$ cat src/rtl/cpu_mm_write_xbar_4x4.sv
// Write-direction 4x4 crossbar: four CPU write ports to four memory modules,
// with one round-robin arbiter and one-entry output register per memory module.
module cpu_mm_write_xbar_4x4 #(
  parameter int DATA_W = 8
) (
  input  logic              clk,
  input  logic              rst_n,
  input  logic              cpu_valid_0_i,
  input  logic [1:0]        cpu_dest_0_i,
  input  logic [DATA_W-1:0] cpu_data_0_i,
  output logic              cpu_ready_0_o,
  input  logic              cpu_valid_1_i,
  input  logic [1:0]        cpu_dest_1_i,
  input  logic [DATA_W-1:0] cpu_data_1_i,
  output logic              cpu_ready_1_o,
  input  logic              cpu_valid_2_i,
  input  logic [1:0]        cpu_dest_2_i,
  input  logic [DATA_W-1:0] cpu_data_2_i,
  output logic              cpu_ready_2_o,
  input  logic              cpu_valid_3_i,
  input  logic [1:0]        cpu_dest_3_i,
  input  logic [DATA_W-1:0] cpu_data_3_i,
  output logic              cpu_ready_3_o,
  output logic              mm_valid_0_o,
  output logic [DATA_W-1:0] mm_data_0_o,
  output logic [1:0]        mm_src_0_o,
  input  logic              mm_ready_0_i,
  output logic              mm_valid_1_o,
  output logic [DATA_W-1:0] mm_data_1_o,
  output logic [1:0]        mm_src_1_o,
  input  logic              mm_ready_1_i,
  output logic              mm_valid_2_o,
  output logic [DATA_W-1:0] mm_data_2_o,
  output logic [1:0]        mm_src_2_o,
  input  logic              mm_ready_2_i,
  output logic              mm_valid_3_o,
  output logic [DATA_W-1:0] mm_data_3_o,
  output logic [1:0]        mm_src_3_o,
  input  logic              mm_ready_3_i
);

  logic [3:0]        cpu_valid;
  logic [1:0]        cpu_dest [4];
  logic [DATA_W-1:0] cpu_data [4];
  logic [3:0]        cpu_ready;
  logic [3:0]        mm_ready;

  logic [3:0]        mm_valid_q;
  logic [DATA_W-1:0] mm_data_q [4];
  logic [1:0]        mm_src_q  [4];
  logic [1:0]        ptr_q     [4];

  logic [3:0]        req   [4];
  logic [3:0]        grant [4];
  logic [1:0]        win   [4];
  logic [3:0]        slot_free;
  logic [3:0]        load;

  assign cpu_valid = {cpu_valid_3_i, cpu_valid_2_i, cpu_valid_1_i, cpu_valid_0_i};
  assign cpu_dest[0] = cpu_dest_0_i;
  assign cpu_dest[1] = cpu_dest_1_i;
  assign cpu_dest[2] = cpu_dest_2_i;
  assign cpu_dest[3] = cpu_dest_3_i;
  assign cpu_data[0] = cpu_data_0_i;
  assign cpu_data[1] = cpu_data_1_i;
  assign cpu_data[2] = cpu_data_2_i;
  assign cpu_data[3] = cpu_data_3_i;
  assign mm_ready  = {mm_ready_3_i, mm_ready_2_i, mm_ready_1_i, mm_ready_0_i};

  // Scan downward so the requester closest to ptr is written last and wins.
  function automatic logic [1:0] rr_pick(input logic [3:0] r, input logic [1:0] ptr);
    logic [1:0] idx;
    logic [1:0] pick;
    pick = ptr;
    for (int k = 3; k >= 0; k--) begin
      idx = ptr + 2'(k);
      if (r[idx]) pick = idx;
    end
    return pick;
  endfunction

  always_comb begin
    for (int m = 0; m < 4; m++) begin
      req[m] = '0;
      for (int n = 0; n < 4; n++) begin
        req[m][n] = cpu_valid[n] && (cpu_dest[n] == 2'(m));
      end
      win[m]       = rr_pick(req[m], ptr_q[m]);
      grant[m]     = (|req[m]) ? 4'(4'b0001 << win[m]) : 4'b0000;
      slot_free[m] = !mm_valid_q[m] || mm_ready[m];
      load[m]      = slot_free[m] && (|req[m]);
    end
  end

  // Gated with rst_n so no CPU sees an acceptance while the block is held in reset.
  always_comb begin
    for (int n = 0; n < 4; n++) begin
      cpu_ready[n] = rst_n && slot_free[cpu_dest[n]] && grant[cpu_dest[n]][n];
    end
  end

  always_ff @(posedge clk or negedge rst_n) begin
    if (!rst_n) begin
      for (int m = 0; m < 4; m++) begin
        mm_valid_q[m] <= 1'b0;
        mm_data_q[m]  <= '0;
        mm_src_q[m]   <= 2'd0;
        ptr_q[m]      <= 2'd0;
      end
    end else begin
      for (int m = 0; m < 4; m++) begin
        if (load[m]) begin
          mm_valid_q[m] <= 1'b1;
          mm_data_q[m]  <= cpu_data[win[m]];
          mm_src_q[m]   <= win[m];
          ptr_q[m]      <= win[m] + 2'd1;
        end else if (mm_ready[m]) begin
          mm_valid_q[m] <= 1'b0;
        end
      end
    end
  end

  assign cpu_ready_0_o = cpu_ready[0];
  assign cpu_ready_1_o = cpu_ready[1];
  assign cpu_ready_2_o = cpu_ready[2];
  assign cpu_ready_3_o = cpu_ready[3];

  assign mm_valid_0_o = mm_valid_q[0];
  assign mm_valid_1_o = mm_valid_q[1];
  assign mm_valid_2_o = mm_valid_q[2];
  assign mm_valid_3_o = mm_valid_q[3];
  assign mm_data_0_o  = mm_data_q[0];
  assign mm_data_1_o  = mm_data_q[1];
  assign mm_data_2_o  = mm_data_q[2];
  assign mm_data_3_o  = mm_data_q[3];
  assign mm_src_0_o   = mm_src_q[0];
  assign mm_src_1_o   = mm_src_q[1];
  assign mm_src_2_o   = mm_src_q[2];
  assign mm_src_3_o   = mm_src_q[3];

endmodule

$ cat config.mk
export PLATFORM = sky130hd
export DESIGN_NAME = cpu_mm_write_xbar_4x4
export DESIGN_NICKNAME = d
export VERILOG_FILES = /design/src/rtl/cpu_mm_write_xbar_4x4.sv
export SDC_FILE = /design/constraint.sdc
export NUM_CORES = 1
export LEC_CHECK = 0
export ABC_CLOCK_PERIOD_IN_PS = 5300
export CAP_MARGIN = 20
export CORE_MARGIN = 5
export CORE_UTILIZATION = 45
export DETAILED_ROUTE_END_ITERATION = 7
export GPL_TIMING_DRIVEN = 1
export PLACE_DENSITY = 0.79
export SYNTH_ARGS = -nofsm -noshare
export SYNTH_HDL_FRONTEND = slang
export SYNTH_SLANG_ARGS = --single-unit
$ cat constraint.sdc
create_clock -name clk -period 5.3 [get_ports clk]
set_input_delay 1.325 -clock clk [delete_from_list [all_inputs] [get_ports clk]]
set_output_delay 1.325 -clock clk [all_outputs]
set_load 0.005 [all_outputs]
==> impl_metrics.tcl <==
set metrics [dict create \
    status "finished clean" \
    leakage_nw 2.20 \
    critical_path_class "in2out" \
    setup_viol 0 \
    cap_violations 0 \
    slew_viol_final 0 \
    n_fill_cell 724 \
    start_util_pct 46.6 \
    seq_area_frac_synth_pct 33.7 \
    die_h_um 103 \
    die_area_um2 10500 \
    use_met3_pct 5.95 \
    finalCritPeriodShare_pct 97.8 \
    final_cells 627 \
    numCtsBuffers 5 \
    path_clk_slew_ns 0.09 \
    grt.busiest_layer "met2" \
    syn-cell-area_um2 3860 \
    antenna_found_initial 1 \
    ys_seq_elements 52 \
    area_delta_synth_final_pct 30.8 \
    cts_sinks 52 \
    grt_pass1_vias 3884 \
    yosysWarnings 0 \
    dpl_cell_area_um2 4910 \
    maxSlewHeadroom_pct 30.5 \
    worst_slack_ns 0.117 \
    power_mw 2.13 \
    cts_tree "yes" \
    dp.cells 615 \
    worstSetupEndpointType "output pin" \
    drive_above_1_share_pct 8.62 \
    cp_slowest_cell "clkdlybuf4s50_1" \
    hold_path.class "reg2reg" \
    num_rows 33 \
    ioPinCount 98 \
    arrival_ns 3.86 \
    track_usage_pct 23.7 \
    finalCriticalPeriod_ns 5.18 \
    drt_iter0_drc 246 \
    wl_mm 12.2 \
    power.density_nw_per_um2 421 \
    wl_per_cell_um 19.4 \
    skew_ns 0.00738 \
    cp_common_cell "clkdlybuf4s50_1" \
    cp-start-kind "input pin" \
    grt_overflow 0 \
    grt_start_max_net_pins 49 \
    h-tree-depth 2 \
    path_cells "clkdlybuf4s50_1 > nand3b_1 > and2_1 > a311o_1 > o21ai_0 > o2111a_1 > clkdlybuf4s50_1" \
    drc_errors 0 \
    cts-root-buf "clkbuf_8" \
    syn_avg_cell_area_um2 8.99 \
    max-clock-path-buffers 2 \
    holdWs_ns 0.493 \
    antenna_left 0 \
    synth_ff_type "dfrtp_1" \
    firstDrtPassIters 5 \
    nets 572 \
    synthDistinctLibCells 61 \
    critPathMaxFanout 9 \
    hold_viol_final 0 \
    fp.coreArea_um2 8300 \
    clock_latency_ns 0.31 \
    max_freq_mhz 193 \
    ir_worst_vdd_mv 0.219 \
    via_per_inst 6.14 \
    die_w_um 103 \
    multi_input_area_um2 2370 \
    pre_cts_ws_ns 0.152 \
    port_buffers 97 \
    num_vias 3848 \
    cp.required_ns 3.97 \
    grt_pass1_wl_mm 19.6 \
    final-seq-area_um2 1300 \
    worst-slew-pin-transition_ns 1.04 \
    place_hpwl_mm 9.11 \
    syn_inst 430 \
    synth_fp_nets 480 \
    critical_path.max_stage_delay_ns 0.66 \
    design_area_um2 5050 \
    synth_edf_count 0 \
    holdBufCountCts 0 \
    synth-async-reset-ratio_pct 100 \
    grt_use_met1_pct 30.2 \
    grtUsageMet2_pct 39.1 \
    diodes 0 \
    place.gp.congestion 1.03 \
]
==> per-layer routing <==
| layer | vias to the layer above | wire length [µm] |
|---|---|---|
| met5 | - | 16 |
| met4 | 2 | 302 |
| met3 | 21 | 1110 |
| met2 | 195 | 5790 |
| met1 | 1835 | 4950 |
| li1 | 1795 | - |
==> cell type report <==
cell class,instances,area share (%)
clock buffers,7,1.91
flip-flops and latches,52,25.7
multi-input cells,337,46.9
well taps,105,2.60
inverters,9,0.668
repair buffers,117,22.2
==> metrics by stage <==
| stage | TNS (ns) | utilization [%] |
|---|---|---|
| 6_report | 0 | 60.9 |
| 5_1_grt | -0.0179 | 60.9 |
| 4_1_cts | 0 | 60.4 |
| 3_5_place_dp | 0 | 59.2 |
| 3_3_place_gp | 0 | 59.2 |
| 2_1_floorplan | 0 | - |
==> path summary, 6_finish.rpt <==
| check | from | end | slack, ns | cells past startpoint |
|---|---|---|---|---|
| max | cpu_valid_2_i | cpu_ready_2_o | 0.12 | 7 |
| min | mm_src_2_o[0] | mm_src_2_o[0] | 0.49 | 2 |
| max reg2reg | ptr_q[7] | mm_data_0_o[3] | 2.98 | 6 |
| min reg2reg | mm_src_2_o[0] | mm_src_2_o[0] | 0.49 | 2 |
| max in group asynchronous | rst_n | mm_data_3_o[7] | 3.54 | 2 |
| min in group asynchronous | rst_n | mm_valid_q[0] | 0.86 | 1 |
==> repair_timing <==
action                                 in CTS  in global routing
setup endpoints to repair                   0                  2
endpoints found under the hold margin       0                  0
resized for setup                           0                  1
buffers inserted                            0                  4
==> power breakdown <==
group	leakage, nW	switching, mW	total [mW]	internal, mW
Combinational	1.52	0.508	1.15	0.638
Clock	0.0503	0.136	0.253	0.117
Sequential	0.631	0.157	0.731	0.574
==> synthesized netlist by cell type (all sizes together), types with 2 or more instances <==
master / number / area share [%]
o211ai: 12 / 2.3
and2: 3 / 0.49
a21oi: 22 / 2.8
and3: 2 / 0.32
o21a: 5 / 0.97
o221ai: 27 / 6.1
o21ai: 24 / 3.1
and3b: 3 / 0.68
buf: 20 / 3.2
nand3: 11 / 1.4
nand2: 68 / 6.7
clkbuf: 12 / 1.2
inv: 9 / 0.87
dfrtp: 52 / 34
or2: 2 / 0.32
or3: 9 / 1.5
mux2i: 64 / 17
nor3: 4 / 0.52
nor3b: 4 / 1.3
nand2b: 8 / 1.3
mux4: 2 / 1.2
xnor2: 4 / 0.91
nor2: 12 / 1.2
a21o: 2 / 0.39
nor2b: 2 / 0.32
mux2: 4 / 1.2
o22ai: 6 / 0.97
nand3b: 9 / 2.2
a222oi: 2 / 0.52
a21boi: 4 / 0.78
==> worst max-delay path, delay by kind of cell <==
family	cells	cell delay, ns
buf+inv	2	1.17
compound gates	3	0.79
simple gates	2	0.56
==> cell usage in the layout (no fill, tap or decap), types with 3 or more instances in the layout <==
| master | Yosys | final |
|---|---|---|
| clkdlybuf4s50_1 | 0 | 95 |
| nand2_1 | 66 | 66 |
| mux2i_1 | 64 | 64 |
| dfrtp_1 | 52 | 52 |
| o221ai_1 | 27 | 26 |
| o21ai_0 | 22 | 22 |
| a21oi_1 | 22 | 21 |
| buf_4 | 4 | 19 |
| nor2_1 | 12 | 12 |
| o211ai_1 | 12 | 12 |
| nand3_1 | 11 | 11 |
| inv_1 | 9 | 9 |
| or3_1 | 9 | 9 |
| nand2b_1 | 8 | 8 |
| nand3b_1 | 7 | 7 |
| clkbuf_8 | 0 | 7 |
| o22ai_1 | 6 | 6 |
| o21a_1 | 5 | 5 |
| nor3_1 | 4 | 4 |
| a21boi_0 | 4 | 4 |
| mux2_2 | 4 | 4 |
| xnor2_1 | 4 | 4 |
| and2_1 | 3 | 3 |
| and3b_1 | 3 | 3 |
==> state kept, by name (all words and copies together), names as in the netlist <==
name	count
mm_data_0_o	8
mm_data_1_o	8
mm_data_2_o	8
mm_data_3_o	8
mm_src_0_o	2
mm_src_1_o	2
mm_src_2_o	2
mm_src_3_o	2
mm_valid_q	4
ptr_q	8
==> cell families (layout without fill, tap and decap cells) <==
family                    count (synthesis)  after routing  share of synthesized area (%)
and+or+nand+nor                         141            141                           19.1
AOI/OAI and AO/OA                       122            122                           22.2
muxes                                    70             70                           18.9
DFF                                      52             52                           33.7
buffers and inverters                    41            133                           5.25
xor gates and xnor gates                  4              4                          0.907
Note: power is estimated with default switching activity, not from simulation.
